<file path="src/rtl/pll_pkg.sv">
// Shared definitions for the PLL lock detector.
//   Holds the lock_state encodings, the default tolerance and count constants,
//   and a small absolute-difference helper for tuning-word comparison.
package pll_pkg;

   // lock_state encodings; bit 1 doubles as the "locked" indication
   localparam logic [1:0] ST_UNLOCKED = 2'd0;
   localparam logic [1:0] ST_ACQUIRE  = 2'd1;
   localparam logic [1:0] ST_LOCKED   = 2'd2;
   localparam logic [1:0] ST_HOLD     = 2'd3;

   localparam int unsigned PHASE_TOL_DEF    = 4;
   localparam logic [31:0] TW_TOL_DEF       = 32'd1024;
   localparam int unsigned LOCK_COUNT_DEF   = 16;
   localparam int unsigned UNLOCK_COUNT_DEF = 4;
   localparam int unsigned REF_TIMEOUT_DEF  = 1024;

   localparam int unsigned ERR_W = 8;
   localparam int unsigned TW_W  = 32;

   // Unsigned |a - b| without wrap
   function automatic logic [TW_W-1:0] abs_diff(input logic [TW_W-1:0] a,
                                                 input logic [TW_W-1:0] b);
      return (a >= b) ? (a - b) : (b - a);
   endfunction

endpackage

</file>
<file path="src/rtl/bit_sync.sv">
// Two-flop synchronizer with optional rising-edge detect.
//   clk  : destination clock
//   rst  : synchronous active-high reset, clears all flops
//   d    : asynchronous input
//   q    : synchronized level
//   rise : one-cycle pulse when q goes 0->1 (tied low when EDGE_EN=0)
module bit_sync #(
   parameter bit EDGE_EN = 1'b0
) (
   input  logic clk,
   input  logic rst,
   input  logic d,
   output logic q,
   output logic rise
);

   logic meta_q, meta_d;
   logic sync_q, sync_d;

   always_comb begin
      meta_d = d;
      sync_d = meta_q;
   end

   always_ff @(posedge clk) begin
      if (rst) begin
         meta_q <= 1'b0;
         sync_q <= 1'b0;
      end else begin
         meta_q <= meta_d;
         sync_q <= sync_d;
      end
   end

   assign q = sync_q;

   generate
      if (EDGE_EN) begin : g_edge
         logic prev_q, prev_d;

         always_comb prev_d = sync_q;

         always_ff @(posedge clk) begin
            if (rst) prev_q <= 1'b0;
            else     prev_q <= prev_d;
         end

         assign rise = sync_q & ~prev_q;
      end else begin : g_no_edge
         assign rise = 1'b0;
      end
   endgenerate

endmodule

</file>
<file path="src/rtl/lock_detector.sv">
// PLL lock detector.
//   Judges each reference window (ref edge to ref edge) on phase-error cycles
//   and tuning-word movement, and walks UNLOCKED/ACQUIRE/LOCKED/HOLD.
//   sys_clk     : sole clock
//   rst         : synchronous active-high reset
//   ref_clk     : asynchronous reference, sampled as data
//   up, down    : asynchronous PFD pulses
//   tuning_word : loop-filter output, stable around ref_clk rise
//   locked      : high in LOCKED or HOLD
//   lock_state  : current state encoding
//   lost_lock   : one-cycle pulse when dropping from LOCKED/HOLD to UNLOCKED
//   ref_lost    : high while the reference is timed out
//   err_last    : saturated error count of the last closed window
module lock_detector
   import pll_pkg::*;
#(
   parameter int unsigned PHASE_TOL    = PHASE_TOL_DEF,
   parameter logic [31:0] TW_TOL       = TW_TOL_DEF,
   parameter int unsigned LOCK_COUNT   = LOCK_COUNT_DEF,
   parameter int unsigned UNLOCK_COUNT = UNLOCK_COUNT_DEF,
   parameter int unsigned REF_TIMEOUT  = REF_TIMEOUT_DEF
) (
   input  logic        sys_clk,
   input  logic        rst,
   input  logic        ref_clk,
   input  logic        up,
   input  logic        down,
   input  logic [31:0] tuning_word,
   output logic        locked,
   output logic [1:0]  lock_state,
   output logic        lost_lock,
   output logic        ref_lost,
   output logic [7:0]  err_last
);

   localparam int unsigned GOOD_W = $clog2(LOCK_COUNT + 1);
   localparam int unsigned BAD_W  = $clog2(UNLOCK_COUNT + 1);
   localparam int unsigned TO_W   = $clog2(REF_TIMEOUT + 1);

   localparam logic [GOOD_W-1:0] GOOD_MAX = GOOD_W'(LOCK_COUNT);
   localparam logic [BAD_W-1:0]  BAD_MAX  = BAD_W'(UNLOCK_COUNT);
   localparam logic [TO_W-1:0]   TO_MAX   = TO_W'(REF_TIMEOUT);
   localparam logic [TO_W-1:0]   TO_LAST  = TO_W'(REF_TIMEOUT - 1);
   localparam logic [ERR_W-1:0]  ERR_MAX  = '1;

   // Input synchronizers
   logic ref_edge, up_s, down_s;
   logic ref_sync_unused, up_rise_unused, down_rise_unused;

   bit_sync #(.EDGE_EN(1'b1)) u_sync_ref (
      .clk(sys_clk), .rst(rst), .d(ref_clk), .q(ref_sync_unused), .rise(ref_edge)
   );
   bit_sync #(.EDGE_EN(1'b0)) u_sync_up (
      .clk(sys_clk), .rst(rst), .d(up), .q(up_s), .rise(up_rise_unused)
   );
   bit_sync #(.EDGE_EN(1'b0)) u_sync_down (
      .clk(sys_clk), .rst(rst), .d(down), .q(down_s), .rise(down_rise_unused)
   );

   logic [1:0]        state_q,    state_d;
   logic [GOOD_W-1:0] good_cnt_q, good_cnt_d;
   logic [BAD_W-1:0]  bad_cnt_q,  bad_cnt_d;
   logic [TO_W-1:0]   to_cnt_q,   to_cnt_d;
   logic [ERR_W-1:0]  err_cnt_q,  err_cnt_d;
   logic [ERR_W-1:0]  err_last_q, err_last_d;
   logic [TW_W-1:0]   tw_prev_q,  tw_prev_d;
   logic              tw_valid_q, tw_valid_d;
   logic              lost_lock_q, lost_lock_d;
   logic              ref_lost_q, ref_lost_d;

   logic              act;
   logic [TW_W-1:0]   delta;
   logic              good_win;
   logic              timeout;
   logic [GOOD_W-1:0] good_inc;
   logic [BAD_W-1:0]  bad_inc;

   // Window judgement, counters and state machine
   always_comb begin
      state_d     = state_q;
      good_cnt_d  = good_cnt_q;
      bad_cnt_d   = bad_cnt_q;
      err_last_d  = err_last_q;
      tw_prev_d   = tw_prev_q;
      tw_valid_d  = tw_valid_q;
      ref_lost_d  = ref_lost_q;
      lost_lock_d = 1'b0;

      act      = up_s | down_s;
      delta    = abs_diff(tuning_word, tw_prev_q);
      good_win = (32'(err_cnt_q) <= 32'(PHASE_TOL)) && (delta <= TW_TOL) && tw_valid_q;
      good_inc = (good_cnt_q == GOOD_MAX) ? good_cnt_q : good_cnt_q + GOOD_W'(1);
      bad_inc  = (bad_cnt_q == BAD_MAX) ? bad_cnt_q : bad_cnt_q + BAD_W'(1);
      // Level-sensitive once saturated; ref_edge always wins
      timeout  = !ref_edge && (to_cnt_q >= TO_LAST);

      if (ref_edge) begin
         to_cnt_d = '0;
      end else if (to_cnt_q == TO_MAX) begin
         to_cnt_d = to_cnt_q;
      end else begin
         to_cnt_d = to_cnt_q + TO_W'(1);
      end

      // The edge cycle itself opens the new window
      if (ref_edge) begin
         err_cnt_d = ERR_W'(act);
      end else if (act && (err_cnt_q != ERR_MAX)) begin
         err_cnt_d = err_cnt_q + ERR_W'(1);
      end else begin
         err_cnt_d = err_cnt_q;
      end

      if (ref_edge) begin
         err_last_d = err_cnt_q;
         tw_prev_d  = tuning_word;
         tw_valid_d = 1'b1;
         ref_lost_d = 1'b0;
         case (state_q)
            ST_UNLOCKED: begin
               if (good_win) begin
                  state_d    = ST_ACQUIRE;
                  good_cnt_d = GOOD_W'(1);
               end
            end
            ST_ACQUIRE: begin
               if (good_win) begin
                  good_cnt_d = good_inc;
                  if (good_inc >= GOOD_MAX) state_d = ST_LOCKED;
               end else begin
                  state_d    = ST_UNLOCKED;
                  good_cnt_d = '0;
               end
            end
            ST_LOCKED: begin
               if (!good_win) begin
                  state_d   = ST_HOLD;
                  bad_cnt_d = BAD_W'(1);
               end
            end
            ST_HOLD: begin
               if (good_win) begin
                  state_d   = ST_LOCKED;
                  bad_cnt_d = '0;
               end else if (bad_inc >= BAD_MAX) begin
                  state_d     = ST_UNLOCKED;
                  good_cnt_d  = '0;
                  bad_cnt_d   = '0;
                  lost_lock_d = 1'b1;
               end else begin
                  bad_cnt_d = bad_inc;
               end
            end
            default: state_d = ST_UNLOCKED;
         endcase
      end else if (timeout) begin
         state_d     = ST_UNLOCKED;
         good_cnt_d  = '0;
         bad_cnt_d   = '0;
         ref_lost_d  = 1'b1;
         tw_valid_d  = 1'b0;
         lost_lock_d = state_q[1];
      end
   end

   always_ff @(posedge sys_clk) begin
      if (rst) begin
         state_q     <= ST_UNLOCKED;
         good_cnt_q  <= '0;
         bad_cnt_q   <= '0;
         to_cnt_q    <= '0;
         err_cnt_q   <= '0;
         err_last_q  <= '0;
         tw_prev_q   <= '0;
         tw_valid_q  <= 1'b0;
         lost_lock_q <= 1'b0;
         ref_lost_q  <= 1'b0;
      end else begin
         state_q     <= state_d;
         good_cnt_q  <= good_cnt_d;
         bad_cnt_q   <= bad_cnt_d;
         to_cnt_q    <= to_cnt_d;
         err_cnt_q   <= err_cnt_d;
         err_last_q  <= err_last_d;
         tw_prev_q   <= tw_prev_d;
         tw_valid_q  <= tw_valid_d;
         lost_lock_q <= lost_lock_d;
         ref_lost_q  <= ref_lost_d;
      end
   end

   assign lock_state = state_q;
   assign locked     = state_q[1];
   assign lost_lock  = lost_lock_q;
   assign ref_lost   = ref_lost_q;
   assign err_last   = err_last_q;

endmodule

</file>
<file path="config.mk">
export PLATFORM = sky130hd
export DESIGN_NAME = lock_detector
export DESIGN_NICKNAME = d
export VERILOG_FILES = /design/src/rtl/pll_pkg.sv /design/src/rtl/bit_sync.sv /design/src/rtl/lock_detector.sv
export SDC_FILE = /design/constraint.sdc
export NUM_CORES = 1
export LEC_CHECK = 0
export CAP_MARGIN = 15
export CORE_MARGIN = 2
export CORE_UTILIZATION = 44
export CTS_CLUSTER_SIZE = 24
export DETAILED_ROUTE_END_ITERATION = 8
export DONT_BUFFER_PORTS = 1
export HOLD_SLACK_MARGIN = 0.05
export SKIP_LAST_GASP = 1
export SLEW_MARGIN = 20
export SYNTH_ARGS = -nofsm -noshare
export SYNTH_HDL_FRONTEND = slang
export SYNTH_SLANG_ARGS = --single-unit
</file>
<file path="constraint.sdc">
create_clock -name sys_clk -period 4.4 [get_ports sys_clk]
set_input_delay 0.22 -clock sys_clk [delete_from_list [all_inputs] [get_ports sys_clk]]
set_output_delay 0.22 -clock sys_clk [all_outputs]
set_load 0.02 [all_outputs]
</file>
== Word-level counts from Yosys, hierarchy flattened ==
Cells that the tools add are included.
Storage, ports and cells
  bits in registers: 79
  logic and storage cells: 94
  bits of input ports: 37
Operators by class
  magnitude comparators: 6
  reductions and logical operators: 12
  eq/ne operators: 15
  add/sub/neg operators: 6
  muxes and demuxes: 34
  bitwise operators: 3
Operator list (number)
  32-bit subtractor: 2
  5-bit two-way mux: 7
  32-bit >= comparator: 1
  32-bit by 11-bit <= comparator with 1-bit output, second input constant: 1
  32-bit two-way mux: 1
  3-bit two-way mux: 6
  2-bit two-way mux: 8
  5-bit case mux with 3 select lines: 1
  3-bit inequality test, second input constant: 4
  11-bit by 1-bit adder with 11-bit output, second input constant: 1
  11-bit == test, second input constant: 1
  11-bit by 10-bit >= comparator with 1-bit output, second input constant: 1
  5-bit AND reduction: 2
  1-bit two-way mux: 9
  8-bit by 1-bit adder with 8-bit output, second input constant: 1
  8-bit by 3-bit <= comparator with 1-bit output, second input constant: 1
  4-bit inequality test, second input constant: 2
  8-bit inequality test, second input constant: 1
  2-bit case mux with 4 select lines: 1
  3-bit case mux with 2 select lines: 1
  5-bit by 1-bit adder with 5-bit output, second input constant: 1
  5-bit == test, second input constant: 1
  5-bit >= comparator, second input constant: 1
  2-bit == test, second input constant: 2
  other kinds (15): 19

== Logic depth before layout (Yosys ltp) ==
  word-level depth: 8
  mapped depth: 18

== Hierarchy ==
Synthesis repeated with hierarchy kept, for this count alone.
Second synthesis, totals
  cell total of the unflattened synthesis: 968
  area, all modules: 7178.1 µm²
By module, submodules not included
  lock_detector: instances 1, cells an instance 949, area each 6962.9 µm², seq. area each 1441.4 µm²
  bit_sync (u_sync_down ...): instances 2, cells an instance 6, area each 63.8 µm², seq. area each 40.0 µm²
  bit_sync (u_sync_ref): instances 1, cells an instance 7, area each 87.6 µm², seq. area each 60.1 µm²

== Least setup slack after synthesis ==
OpenSTA, ideal clock, no wires.
  kind: flip-flop to flip-flop
  from: reg tw_prev_q[5]
  to: reg good_cnt_q[1]
  setup time: 117 ps
  arrival: 3479 ps
  cell stages (with the launch flop): 18
  path slack: 805 ps
  data required time: 4283 ps
  path through: dfxtp_1 > ha_1 > buf_6 > a21oi_2 > o21a_2 > o221ai_2 > nor4b_4 > o21a_1 > buf_6 > buf_8 > mux2i_1 > xor2_1 > nand4_1 > nor4b_4 > and2_2 > o2bb2ai_2 > a31oi_4 > a22o_1
Between the ends
  longest elaborated chain between the ends: 8
RTL lines
  start: declaration: RTL line lock_detector.sv:66  | logic [TW_W-1:0] tw_prev_q, tw_prev_d;
  start signal: assignment: RTL line lock_detector.sv:185  | tw_prev_q <= tw_prev_d;
  32-bit subtractor or 32-bit >= comparator (tied branches): RTL line pll_pkg.sv:24  | return (a >= b) ? (a - b) : (b - a);
  32-bit two-way mux (*): RTL line pll_pkg.sv:24
  32-bit by 11-bit <= comparator with 1-bit output (*): RTL line lock_detector.sv:91  | good_win = (32'(err_cnt_q) <= 32'(PHASE_TOL)) && (delta <= TW_TOL) && tw_valid_q;
  1-bit logical AND (*) (2 in a row): RTL line lock_detector.sv:91
  5-bit two-way mux: RTL line lock_detector.sv:127  | if (good_win) begin
  5-bit case mux with 3 select lines: RTL line lock_detector.sv:119  | case (state_q)
  5-bit two-way mux: RTL line lock_detector.sv:114  | if (ref_edge) begin
  end signal: assignment: RTL line lock_detector.sv:180  | good_cnt_q <= good_cnt_d;
  end: declaration: RTL line lock_detector.sv:61  | logic [GOOD_W-1:0] good_cnt_q, good_cnt_d;
Every way passes the cells marked *; elsewhere a longest branch is shown, timed or not.
A chain may end at the register's enable or synchronous reset.

== Worst setup path after layout ==
  from: reg tw_prev_q[3]
  to: reg good_cnt_q[1]
Same word-level chain as after synthesis.

==> flow_summary.toml <==
[worst_setup_path]
rrSetupSlack_ns = 0.22
path_max_fanout = 6
crit_start = "tw_prev_q[3]"
rr_worst_depth = 15
path_class = "flop to flop"
cp_top_family = "compound AO/OA/AOI/OAI gates"
rr_startpoint = "tw_prev_q[3]"
crit_arrival_ns = 4.43
worst_ep_required_time_ns = 4.65
cp_slowest_cell = "o21ai_0"
crit_buf_inv = 1
crit_chain = "ha_1, a21o_1, buf_4, a21o_1, o21ai_0, a21oi_1, o21ai_0, a211oi_1, nor4_1, nand4_1, and2_1, nor4_1, o2bb2ai_2, a31oi_4, a22o_1"
critPathLaunchType = "flop"
rr_endpoint = "good_cnt_q[1]"
endpoint = "good_cnt_q[1]"
crit_cells = 15
endpoint_kind = "flop"
timing.critical_path.slowest_cell_delay_ns = 0.39

[finish]
finalNetCount = 1138
fin_area_um2 = 8210
diodes = 0
fillers = 1673
drive_gt1_share_pct = 8.12
synthToLayoutAreaGrowth_pct = 11.9

[floorplanning]
chipHeight_um = 133
row_count = 47
initial_core_util_pct = 44.6
die_w_um = 133
coreArea_um2 = 16500
dieArea_um2 = 17700
ioPinCount = 50

[yosys]
synth.avg_cell_area_um2 = 7.27
synth_flop_cell = "dfxtp_1"
synth_common_cells = "132 x nand2_1, 127 x a21oi_1, 88 x inv_1"
synth-edff-count = 0
synth-seq-cells = 79
synth_top_area_share_pct = 21.6
synthArstFlopShare_pct = 0
synth_area_um2 = 7340
postSynthCellCount = 1009
synth_most_common_cell = "nand2_1"
yosysTopAreaCell = "dfxtp_1"
synth_cell_type_count = 87
synthTopCellsByArea = "dfxtp_1 22%, ha_1 12%, a21oi_1 8.7%"
yosysSeqAreaShare_pct = 21.6
yosysWarnings = 0
syn_nets = 1117

[clock_tree]
clock_sinks = 79
clock-root-buffer = "clkbuf_16"
cts_buffers = 9
cts_max_level = 3
clk_pin_slew_ns = 0.07
clk_latency_ns = 0.36
post-cts-setup-buffers = 0
clockBufferDepth = 2
cts_tree = "yes"

[flow_run]
max-cap-violations = 0

[power]
ir_worst_vdd_v = 0.000200
powerDensity_nw_per_um2 = 261
p_leak_nw = 3.24
total_power_mw = 2.14

[place]
postPlaceCellArea_um2 = 7530
place_hpwl_um = 15800
place_ws_ns = 0.212
io_buffer_count = 0
gp_congestion = 0.989

[timing]
rsz0062_at_grt = "no"
fin_crit_ns = 4.18
worst_slack_ns = 0.219
finalHoldViolations = 0
setup_viol = 0
fmax_mhz = 239
skew_ns = 0.0116
worst_pin_slew_ns = 0.831
max_slew_margin_pct = 44.5
fin_setup_tns_ns = 0
fin_crit_sh_pct = 95.0
final_max_slew_viol_count = 0

[global_routing]
grt_pass1_wl_um = 34000
antenna_found_initial = 0
grt_pass1_vias = 6647
grt_usage_pct = 23.8
grt_max_degree = 55
grt.overflow.total = 0

[detailed_routing]
ant_nets = 0
drtIter0Drc = 452
vias = 7090
drt-total-wl_um = 20900
viasPerCell = 5.65
first_pass_iters = 5
drc_errors = 0
wire_per_inst_um = 16.7

[status]
status = "finished, final reports clean"

[worst_hold_path]
hp-class = "input pin to flop"
-- flip-flops by register name, summed over array words and instances (netlist names), 2 cells and up --
| signal | count |
|---|---|
| bad_cnt_q | 3 |
| err_cnt_q | 8 |
| err_last | 8 |
| good_cnt_q | 5 |
| lock_state | 2 |
| to_cnt_q | 11 |
| tw_prev_q | 32 |
-- cells by family after synthesis --
group | share of synthesized area [%]
XOR/XNOR | 5.49
multiplexers | 2.34
AO/OA/AOI/OAI | 26.5
AND/OR/NAND/NOR | 23.8
flip-flops | 21.6
buffers and inverters | 8.22
adder cells (fa/ha/maj) | 12.1
-- cells in the final DEF (no fill, tap or decap), drive strengths merged, types with 4 or more instances in the layout --
| master | count |
|---|---|
| inv | 93 |
| nand2 | 135 |
| a211oi | 6 |
| nor3 | 9 |
| o21bai | 5 |
| and2 | 8 |
| nor2 | 78 |
| and3 | 6 |
| xnor2 | 16 |
| nor3b | 4 |
| nand4 | 24 |
| ha | 71 |
| o31ai | 8 |
| or3 | 13 |
| a21o | 18 |
| dlygate4sd3 | 35 |
| o21a | 10 |
| clkbuf | 9 |
| nor2b | 12 |
| a31oi | 7 |
| nand3b | 5 |
| nand3 | 27 |
| mux2i | 16 |
| o211ai | 4 |
| dfxtp | 79 |
| xor2 | 30 |
| nand2b | 8 |
| buf | 25 |
| o21ai | 72 |
| nor4 | 10 |
| or2 | 5 |
| a21oi | 134 |
-- layout make-up --
type                    count  area [um^2]  share of cell area, %
clock buffers               9          225                   2.74
clock inverters             7         70.1                  0.854
inverters                  88          330                   4.02
multi-input cells         792         5170                   63.0
flip-flops and latches     79         1580                   19.3
well taps                 220          275                   3.35
repair buffers             60          558                   6.80
-- how the worst min path moves through the flow --
| stage | start | endpoint | slack [ns] | cells past startpoint |
|---|---|---|---|---|
| after floorplan | down | u_sync_down.meta_q | 0.35 | 1 |
| after global placement | rst | tw_prev_q[13] | 0.30 | 1 |
| after detailed placement | rst | u_sync_up.meta_q | 0.30 | 1 |
| after CTS | rst | bad_cnt_q[1] | 0.07 | 3 |
| after global routing | rst | bad_cnt_q[1] | 0.09 | 3 |
| final | rst | bad_cnt_q[1] | 0.08 | 3 |
-- worst min-delay path, stage by stage --
cell     delay [ns]
nor2_1         0.03
nand2_1        0.05
o32ai_1        0.07
-- power by group --
part | switching [mW] | internal, mW
combinational | 0.388 | 0.247
clock | 0.360 | 0.400
sequential | 0.0147 | 0.732
-- what timing repair did --
item	CTS	global route
gates resized for setup	0	2
hold buffers	36	0
endpoints found under the hold margin	54	0
setup endpoints to repair	0	9
-- metrics by stage --
stage / hold slack (ns) / util (%) / cells
6_report: 0.0754 / 49.9 / 1255
5_1_grt: 0.0913 / 49.9 / 1255
4_1_cts: 0.0659 / 49.8 / 1255
3_5_place_dp: 0.298 / 45.7 / 1203
3_3_place_gp: 0.297 / 45.7 / 1203
2_1_floorplan: 0.348 / - / 1009
-- metal layers --
metal,GRT usage [%],share of wire (%)
met3,5.56,7.5
met4,6.80,1.6
met5,0,0
met2,37.2,44
met1,32.8,47
(Power assumes the default switching activity.)
